==> src/rtl/mem_port_arbiter_if.sv <==
// Memory port bundle: CPU and host request ports plus the shared memory bus.
// The arbiter takes the slave view; requesters and the memory take the master view.
interface mem_port_arbiter_if #(
    parameter int AW = 8,
    parameter int DW = 16
);
    logic          cpu_req;
    logic          cpu_we;
    logic [AW-1:0] cpu_addr;
    logic [DW-1:0] cpu_wdata;
    logic          cpu_gnt;
    logic          cpu_rvalid;
    logic [DW-1:0] cpu_rdata;
    logic          cpu_stall;

    logic          host_req;
    logic          host_we;
    logic [AW-1:0] host_addr;
    logic [DW-1:0] host_wdata;
    logic          host_lock;
    logic          host_gnt;
    logic          host_rvalid;
    logic [DW-1:0] host_rdata;

    logic [AW-1:0] mem_addr;
    logic [DW-1:0] mem_wdata;
    logic          mem_we;
    logic [DW-1:0] mem_rdata;

    modport slave (
        input  cpu_req, cpu_we, cpu_addr, cpu_wdata,
        output cpu_gnt, cpu_rvalid, cpu_rdata, cpu_stall,
        input  host_req, host_we, host_addr, host_wdata, host_lock,
        output host_gnt, host_rvalid, host_rdata,
        output mem_addr, mem_wdata, mem_we,
        input  mem_rdata
    );

    modport master (
        output cpu_req, cpu_we, cpu_addr, cpu_wdata,
        input  cpu_gnt, cpu_rvalid, cpu_rdata, cpu_stall,
        output host_req, host_we, host_addr, host_wdata, host_lock,
        input  host_gnt, host_rvalid, host_rdata,
        input  mem_addr, mem_wdata, mem_we,
        output mem_rdata
    );
endinterface

==> src/rtl/mem_port_arbiter.sv <==
// Host/CPU arbiter for the unified 256x16 memory with CPU starvation guard.
// Optional grant statistics counters are enabled by defining ARB_STATS_EN.
module mem_port_arbiter #(
    parameter int AW       = 8,
    parameter int DW       = 16,
    parameter int MAX_WAIT = 4
) (
    input  logic                clk,
    input  logic                Rst,
    mem_port_arbiter_if.slave   bus,
    output logic [15:0]         cpu_gnt_cnt,
    output logic [15:0]         host_gnt_cnt
);

    localparam logic [3:0] MAX_W = 4'(MAX_WAIT);

    logic [3:0]    wait_cnt;
    logic          cpu_gnt_c;
    logic          host_gnt_c;
    logic          cpu_rd_q;
    logic          host_rd_q;
    logic          cpu_rvalid_c;
    logic          host_rvalid_c;
    logic [DW-1:0] cpu_rdata_q;
    logic [DW-1:0] host_rdata_q;

    // Grant decision: lock, then starvation override, then host, then CPU.
    always_comb begin
        cpu_gnt_c  = 1'b0;
        host_gnt_c = 1'b0;
        if (!Rst) begin
            if (bus.host_lock) begin
                host_gnt_c = bus.host_req;
            end else if (bus.cpu_req && (wait_cnt >= MAX_W)) begin
                cpu_gnt_c = 1'b1;
            end else if (bus.host_req) begin
                host_gnt_c = 1'b1;
            end else if (bus.cpu_req) begin
                cpu_gnt_c = 1'b1;
            end
        end
    end

    assign bus.cpu_gnt   = cpu_gnt_c;
    assign bus.host_gnt  = host_gnt_c;
    assign bus.cpu_stall = ~Rst & bus.cpu_req & ~cpu_gnt_c;

    always_comb begin
        bus.mem_addr  = bus.cpu_addr;
        bus.mem_wdata = bus.cpu_wdata;
        bus.mem_we    = 1'b0;
        if (host_gnt_c) begin
            bus.mem_addr  = bus.host_addr;
            bus.mem_wdata = bus.host_wdata;
            bus.mem_we    = bus.host_we;
        end else if (cpu_gnt_c) begin
            bus.mem_we    = bus.cpu_we;
        end
    end

    always_ff @(posedge clk) begin
        if (Rst || cpu_gnt_c || !bus.cpu_req || bus.host_lock) begin
            wait_cnt <= 4'd0;
        end else if (wait_cnt < MAX_W) begin
            wait_cnt <= wait_cnt + 4'd1;
        end
    end

    always_ff @(posedge clk) begin
        if (Rst) begin
            cpu_rd_q  <= 1'b0;
            host_rd_q <= 1'b0;
        end else begin
            cpu_rd_q  <= cpu_gnt_c & ~bus.cpu_we;
            host_rd_q <= host_gnt_c & ~bus.host_we;
        end
    end

    // A read granted just before reset must not surface during the reset cycle.
    assign cpu_rvalid_c  = cpu_rd_q & ~Rst;
    assign host_rvalid_c = host_rd_q & ~Rst;

    always_ff @(posedge clk) begin
        if (Rst) begin
            cpu_rdata_q  <= '0;
            host_rdata_q <= '0;
        end else begin
            if (cpu_rvalid_c) begin
                cpu_rdata_q <= bus.mem_rdata;
            end
            if (host_rvalid_c) begin
                host_rdata_q <= bus.mem_rdata;
            end
        end
    end

    assign bus.cpu_rvalid  = cpu_rvalid_c;
    assign bus.host_rvalid = host_rvalid_c;
    assign bus.cpu_rdata   = cpu_rvalid_c  ? bus.mem_rdata : cpu_rdata_q;
    assign bus.host_rdata  = host_rvalid_c ? bus.mem_rdata : host_rdata_q;

`ifdef ARB_STATS_EN
    logic [15:0] cpu_cnt_q;
    logic [15:0] host_cnt_q;

    always_ff @(posedge clk) begin
        if (Rst) begin
            cpu_cnt_q  <= '0;
            host_cnt_q <= '0;
        end else begin
            if (cpu_gnt_c && (cpu_cnt_q != 16'hFFFF)) begin
                cpu_cnt_q <= cpu_cnt_q + 16'd1;
            end
            if (host_gnt_c && (host_cnt_q != 16'hFFFF)) begin
                host_cnt_q <= host_cnt_q + 16'd1;
            end
        end
    end

    assign cpu_gnt_cnt  = cpu_cnt_q;
    assign host_gnt_cnt = host_cnt_q;
`else
    assign cpu_gnt_cnt  = 16'd0;
    assign host_gnt_cnt = 16'd0;
`endif

endmodule

==> src/flat_wrapper.sv <==
// flat-port wrapper written by rule: the top's interface ports become plain ports
module mem_port_arbiter_flat 
#(
    parameter int AW       = 8,
    parameter int DW       = 16,
    parameter int MAX_WAIT = 4
)
  (clk, Rst, cpu_gnt_cnt, host_gnt_cnt, bus_cpu_req, bus_cpu_we, bus_cpu_addr, bus_cpu_wdata, bus_cpu_gnt, bus_cpu_rvalid, bus_cpu_rdata, bus_cpu_stall, bus_host_req, bus_host_we, bus_host_addr, bus_host_wdata, bus_host_lock, bus_host_gnt, bus_host_rvalid, bus_host_rdata, bus_mem_addr, bus_mem_wdata, bus_mem_we, bus_mem_rdata);
  mem_port_arbiter_if #(.AW(AW), .DW(DW)) bus_i ();
  input  logic clk;
  input  logic Rst;
  output logic [15:0] cpu_gnt_cnt;
  output logic [15:0] host_gnt_cnt;
  input wire logic [$bits(bus_i.cpu_req)-1:0] bus_cpu_req;
  input wire logic [$bits(bus_i.cpu_we)-1:0] bus_cpu_we;
  input wire logic [$bits(bus_i.cpu_addr)-1:0] bus_cpu_addr;
  input wire logic [$bits(bus_i.cpu_wdata)-1:0] bus_cpu_wdata;
  output wire logic [$bits(bus_i.cpu_gnt)-1:0] bus_cpu_gnt;
  output wire logic [$bits(bus_i.cpu_rvalid)-1:0] bus_cpu_rvalid;
  output wire logic [$bits(bus_i.cpu_rdata)-1:0] bus_cpu_rdata;
  output wire logic [$bits(bus_i.cpu_stall)-1:0] bus_cpu_stall;
  input wire logic [$bits(bus_i.host_req)-1:0] bus_host_req;
  input wire logic [$bits(bus_i.host_we)-1:0] bus_host_we;
  input wire logic [$bits(bus_i.host_addr)-1:0] bus_host_addr;
  input wire logic [$bits(bus_i.host_wdata)-1:0] bus_host_wdata;
  input wire logic [$bits(bus_i.host_lock)-1:0] bus_host_lock;
  output wire logic [$bits(bus_i.host_gnt)-1:0] bus_host_gnt;
  output wire logic [$bits(bus_i.host_rvalid)-1:0] bus_host_rvalid;
  output wire logic [$bits(bus_i.host_rdata)-1:0] bus_host_rdata;
  output wire logic [$bits(bus_i.mem_addr)-1:0] bus_mem_addr;
  output wire logic [$bits(bus_i.mem_wdata)-1:0] bus_mem_wdata;
  output wire logic [$bits(bus_i.mem_we)-1:0] bus_mem_we;
  input wire logic [$bits(bus_i.mem_rdata)-1:0] bus_mem_rdata;
  assign bus_i.cpu_req = bus_cpu_req;
  assign bus_i.cpu_we = bus_cpu_we;
  assign bus_i.cpu_addr = bus_cpu_addr;
  assign bus_i.cpu_wdata = bus_cpu_wdata;
  assign bus_cpu_gnt = bus_i.cpu_gnt;
  assign bus_cpu_rvalid = bus_i.cpu_rvalid;
  assign bus_cpu_rdata = bus_i.cpu_rdata;
  assign bus_cpu_stall = bus_i.cpu_stall;
  assign bus_i.host_req = bus_host_req;
  assign bus_i.host_we = bus_host_we;
  assign bus_i.host_addr = bus_host_addr;
  assign bus_i.host_wdata = bus_host_wdata;
  assign bus_i.host_lock = bus_host_lock;
  assign bus_host_gnt = bus_i.host_gnt;
  assign bus_host_rvalid = bus_i.host_rvalid;
  assign bus_host_rdata = bus_i.host_rdata;
  assign bus_mem_addr = bus_i.mem_addr;
  assign bus_mem_wdata = bus_i.mem_wdata;
  assign bus_mem_we = bus_i.mem_we;
  assign bus_i.mem_rdata = bus_mem_rdata;
  mem_port_arbiter #(.AW(AW), .DW(DW), .MAX_WAIT(MAX_WAIT)) u_core (.clk(clk), .Rst(Rst), .bus(bus_i), .cpu_gnt_cnt(cpu_gnt_cnt), .host_gnt_cnt(host_gnt_cnt));
endmodule
==> config.mk <==
export PLATFORM = sky130hd
export DESIGN_NAME = mem_port_arbiter_flat
export DESIGN_NICKNAME = d
export VERILOG_FILES = /design/src/rtl/mem_port_arbiter_if.sv /design/src/rtl/mem_port_arbiter.sv /design/src/flat_wrapper.sv
export SDC_FILE = /design/constraint.sdc
export NUM_CORES = 1
export LEC_CHECK = 0
export CORE_ASPECT_RATIO = 1.1
export CORE_UTILIZATION = 35
export CTS_CLUSTER_SIZE = 30
export DETAILED_ROUTE_END_ITERATION = 10
export HOLD_SLACK_MARGIN = 0.02
export MAX_ROUTING_LAYER = met4
export PLACE_DENSITY_LB_ADDON = 0.12
export SYNTH_ARGS = -nofsm -noshare
export SYNTH_HDL_FRONTEND = slang
export SYNTH_SLANG_ARGS = --single-unit
==> constraint.sdc <==
create_clock -name clk -period 1.9 [get_ports clk]
set_clock_uncertainty 0.2 [all_clocks]
set_input_delay 0.19 -clock clk [delete_from_list [all_inputs] [get_ports clk]]
set_output_delay 0.19 -clock clk [all_outputs]
set_load 0.03 [all_outputs]
### Yosys cells after proc, flatten, opt, wreduce, memory -nomap -nowiden

Cells that the tools add are included.

| word-level totals | value |
|---|---|
| logic and storage cells | 38 |
| output and inout bits | 94 |
| memories | 0 |
| bits of input ports | 71 |
| ROM bits | 0 |
| bits in latches | 0 |
| RAM bits | 0 |
| bits in registers | 38 |

| operators by class | value |
|---|---|
| add/sub/neg operators | 1 |
| order comparisons | 2 |
| eq/ne operators | 0 |
| multipliers | 0 |
| bitwise gates (word level) | 10 |
| mux-type cells | 15 |
| shift operators | 0 |
| reduce and logical (&&, ||, !) cells | 5 |
| divide/modulo/power cells | 0 |

Operators with widths:

| operator | number |
|---|---|
| 16-bit two-way mux | 3 |
| 1-bit two-way mux | 11 |
| 8-bit two-way mux | 1 |
| 1-bit AND | 6 |
| 4-bit by 1-bit adder with 4-bit output, second input constant | 1 |
| 4-bit by 3-bit >= comparator with 1-bit output, second input constant | 1 |
| 4-bit by 3-bit less-than comparator with 1-bit output, second input constant | 1 |
| 1-bit NOT | 4 |
| 1-bit logical OR | 3 |
| 1-bit logical AND | 1 |
| 1-bit logical NOT | 1 |

### Longest topological paths before layout

| logic depth | value |
|---|---|
| depth in word-level cells | 8 |
| depth in mapped cells | 6 |
| depth with buffers taken out | 4 |

### Least setup slack after synthesis

Ideal clock, no wire load.

| timing | value |
|---|---|
| path type | in2out |
| from | in Rst |
| to | out bus_mem_we |
| cell stages on the path | 3 |
| data required time | 1510 ps |
| path slack | -401 ps |
| arrival time | 1911 ps |
| buffers on the path | 1 |
| cell sequence | buf_2 nor4_1 a22o_1 |

| on the way | value |
|---|---|
| cells in the longest elaborated chain, start to end | 3 |
| elaborated cells between the ends (all ways) | 4 |
| classes of those cells | mux (4) |

RTL lines:

| item | RTL line | RTL |
|---|---|---|
| start, declared | flat_wrapper.sv:11 | `input logic Rst;` |
| 1-bit two-way mux | mem_port_arbiter.sv:31 | `if (!Rst) begin` |
| via bus_cpu_gnt | flat_wrapper.sv:18 | `output wire logic [$bits(bus_i.cpu_gnt)-1:0] bus_cpu_gnt;` |
| 1-bit two-way mux | mem_port_arbiter.sv:56 | `end else if (cpu_gnt_c) begin` |
| 1-bit two-way mux | mem_port_arbiter.sv:52 | `if (host_gnt_c) begin` |
| end, declared | flat_wrapper.sv:32 | `output wire logic [$bits(bus_i.mem_we)-1:0] bus_mem_we;` |

The timed path passes the listed nets, and every way through them passes these cells.

### Worst setup path after layout

| timing | value |
|---|---|
| from | in bus_host_lock |
| to | out bus_mem_addr[1] |

| on the way | value |
|---|---|
| cells in the longest elaborated chain, start to end | 3 |

RTL lines:

| item | RTL line | RTL |
|---|---|---|
| start, declared | flat_wrapper.sv:26 | `input wire logic [$bits(bus_i.host_lock)-1:0] bus_host_lock;` |
| 1-bit two-way mux | mem_port_arbiter.sv:32 | `if (bus.host_lock) begin` |
| 1-bit two-way mux | mem_port_arbiter.sv:31 |  |
| 8-bit two-way mux | mem_port_arbiter.sv:52 |  |
| end, declared | flat_wrapper.sv:30 | `output wire logic [$bits(bus_i.mem_addr)-1:0] bus_mem_addr;` |

No other way between the ends.

==> reports/metrics.yaml <==
status: "finished, violations left"
violations: "setup timing"
fin_nets: 474
path_buf_inv: 5
period_share_pct: 115
cp_top_family: "buffers and inverters"
synth_area_mm2: 0.00229
yosysSeqAreaShare_pct: 33.2
io_pins: 165
grt_pass1_vias: 1860
p_leak_uw: 0.00203
wl_per_cell_um: 14.7
grt_use_total_pct: 17.6
ctsRootBufferMaster: "clkbuf_8"
finalPower_uw: 2500
antenna_found_initial: 0
drt-initial-drc-count: 71
finalHoldViolCount: 0
nFillCells: 480
port_buffers: 132
grt_max_degree: 25
routed_via_density: 4.41
holdBufCountCts: 0
path_clk_slew_ns: 0.08
die_width_um: 79.2
cts.sink_count: 38
grt_overflow: 0
core_area_mm2: 0.00627
slowest_delay_ns: 0.46
grt_pass1_wl_mm: 9.11
cts_tree: "yes"
ir_worst_vdd_mv: 0.376
min_path_type: "reg2reg"
crit_slowest_cell: "clkdlybuf4s50_1"
h-tree-depth: 2
final_util_pct: 69.8
cp.required_ns: 1.51
gp_congestion: 0.740
dp_slack_ns: -0.684
timing.fmax_ghz: 0.456
fp-row-count: 30
die_area_mm2: 0.00688
drc: 0
multi_input_area_mm2: 0.00150
antenna_left: 0
grt_setup_unrepaired: "yes"
route.vias.total: 2128
ys_ff_latch: 38
cp_common_cell: "buf_6"
start_util_pct: 36.6
setup_slack_ns: -0.293
path_max_fanout: 6
synth_warnings: 0
synth_cells: 224
area_growth_pct: 90.7
slew_violations: 0
clk_latency_ns: 0.29
place_hpwl_mm: 4.66
start_kind: "input port"
ys_types: 21
drive_gt1_share_pct: 47.1
drt-pass1-iter-count: 4
powerDensity_mw_per_mm2: 570
numCtsBuffers: 5
cp_cell_sequence: "clkdlybuf4s50_1 > o311ai_4 > buf_6 > clkbuf_16 > buf_4 > mux2_4 > buf_6"
die_h_um: 86.9
worstSetupEndpointType: "output port"
maxCapViolCount: 0
final_area_mm2: 0.00438
regArea_um2: 766
wl_mm: 7.11
setup_viol: 26
num_antenna_cells: 0
crit_type: "in2out"
clock_tree.buffer_depth: 2
placed_area_mm2: 0.00374
finalCriticalPeriod_ns: 2.19
arrival_ns: 1.80
avgSynthCellArea_um2: 10.2
-- worst reg2reg max path, cell delays in order (launching register included) --
cell     delay [ns]
dfxtp_2        0.34
buf_4          0.13
nor3b_1        0.20
buf_4          0.17
nor4b_1        0.24
buf_4          0.17
and2_1         0.11
-- worst paths after layout --
kind	startpoint	endpoint	slack, ns	cells past startpoint
setup / recovery	bus_host_lock	bus_mem_addr[1]	-0.29	7
hold / removal	u_core.wait_cnt[0]	u_core.wait_cnt[0]	0.24	1
setup reg to reg	u_core.wait_cnt[2]	u_core.wait_cnt[1]	0.28	6
hold reg to reg	u_core.wait_cnt[0]	u_core.wait_cnt[0]	0.24	1
-- layer usage --
layer / part of all wire (%) / track usage, %
met1: 42 / 22.3
met2: 53 / 28.4
met3: 4.1 / 3.25
met4: 0.91 / 5.45
met5: 0 / -
-- flip-flops by register name (all words and copies together), names as in the netlist --
signal	count
u_core.cpu_rd_q	1
u_core.cpu_rdata_q	16
u_core.host_rd_q	1
u_core.host_rdata_q	16
u_core.wait_cnt	4
-- layout make-up --
cell class,count,share of cell area [%]
clock inverter,3,1.57
inverter,3,0.257
tap,80,2.29
timing repair buffer,185,42.6
sequential,38,17.5
clock buffer,5,1.57
multi-input combinational,169,34.3
-- kinds of logic (layout without fill, tap and decap cells) --
group	count (synthesis)	in the layout	synth area share (%)
AND/OR/NAND/NOR	45	45	8.56
multiplexers	88	88	41.4
buffers and inverters	49	196	14.6
AO/OA/AOI/OAI	2	2	1.53
flip-flops	38	38	33.2
adder cells (fa/ha/maj)	1	1	0.545
other	1	33	0.163
-- cells in the mapped netlist, drive strengths merged --
cell	n	area, um^2
mux2	56	631
buf	45	320
dfxtp	38	761
nor2	35	131
mux2i	32	320
nor2b	4	25.0
inv	3	11.3
and2	2	12.5
a22o	1	8.76
clkbuf	1	3.75
conb	1	3.75
ha	1	12.5
nor3	1	5.00
nor3b	1	7.51
nor4	1	6.26
nor4b	1	8.76
o311ai	1	26.3
-- power breakdown --
group	switching, uW	internal, uW
Clock	291	526
Combinational	413	438
Sequential	10.5	816
Total	715	1780
-- metrics by stage --
stage | hold WS [ns] | TNS [ns] | std cells
3_3_place_gp | 0.210 | -33.43 | 452
5_1_grt | 0.276 | -7.09 | 483
2_1_floorplan | 0.0616 | 0 | 256
6_report | 0.241 | -5.92 | 483
3_5_place_dp | 0.221 | -33.83 | 452
4_1_cts | 0.238 | -8.64 | 465
-- timing repair --
item,in CTS,in global routing
gates cloned,0,3
setup endpoints to repair,58,55
gates resized for setup,250,184
buffers inserted,5,15
pin swaps,0,1
-- placed cells by master, fill, tap and decap left out, types with 2 or more instances in the layout --
master / instances
conb_1: 33
mux2_4: 38
buf_6: 63
nor2_1: 34
bufinv_16: 2
nor2b_4: 2
buf_4: 38
dfxtp_1: 34
and2_1: 2
mux2_2: 18
clkbuf_8: 5
dfxtp_2: 4
buf_12: 3
nor2b_1: 2
buf_2: 8
clkbuf_16: 2
clkdlybuf4s50_1: 68
mux2i_1: 32
inv_2: 2
No activity file was read; power rests on OpenSTA's default activity.
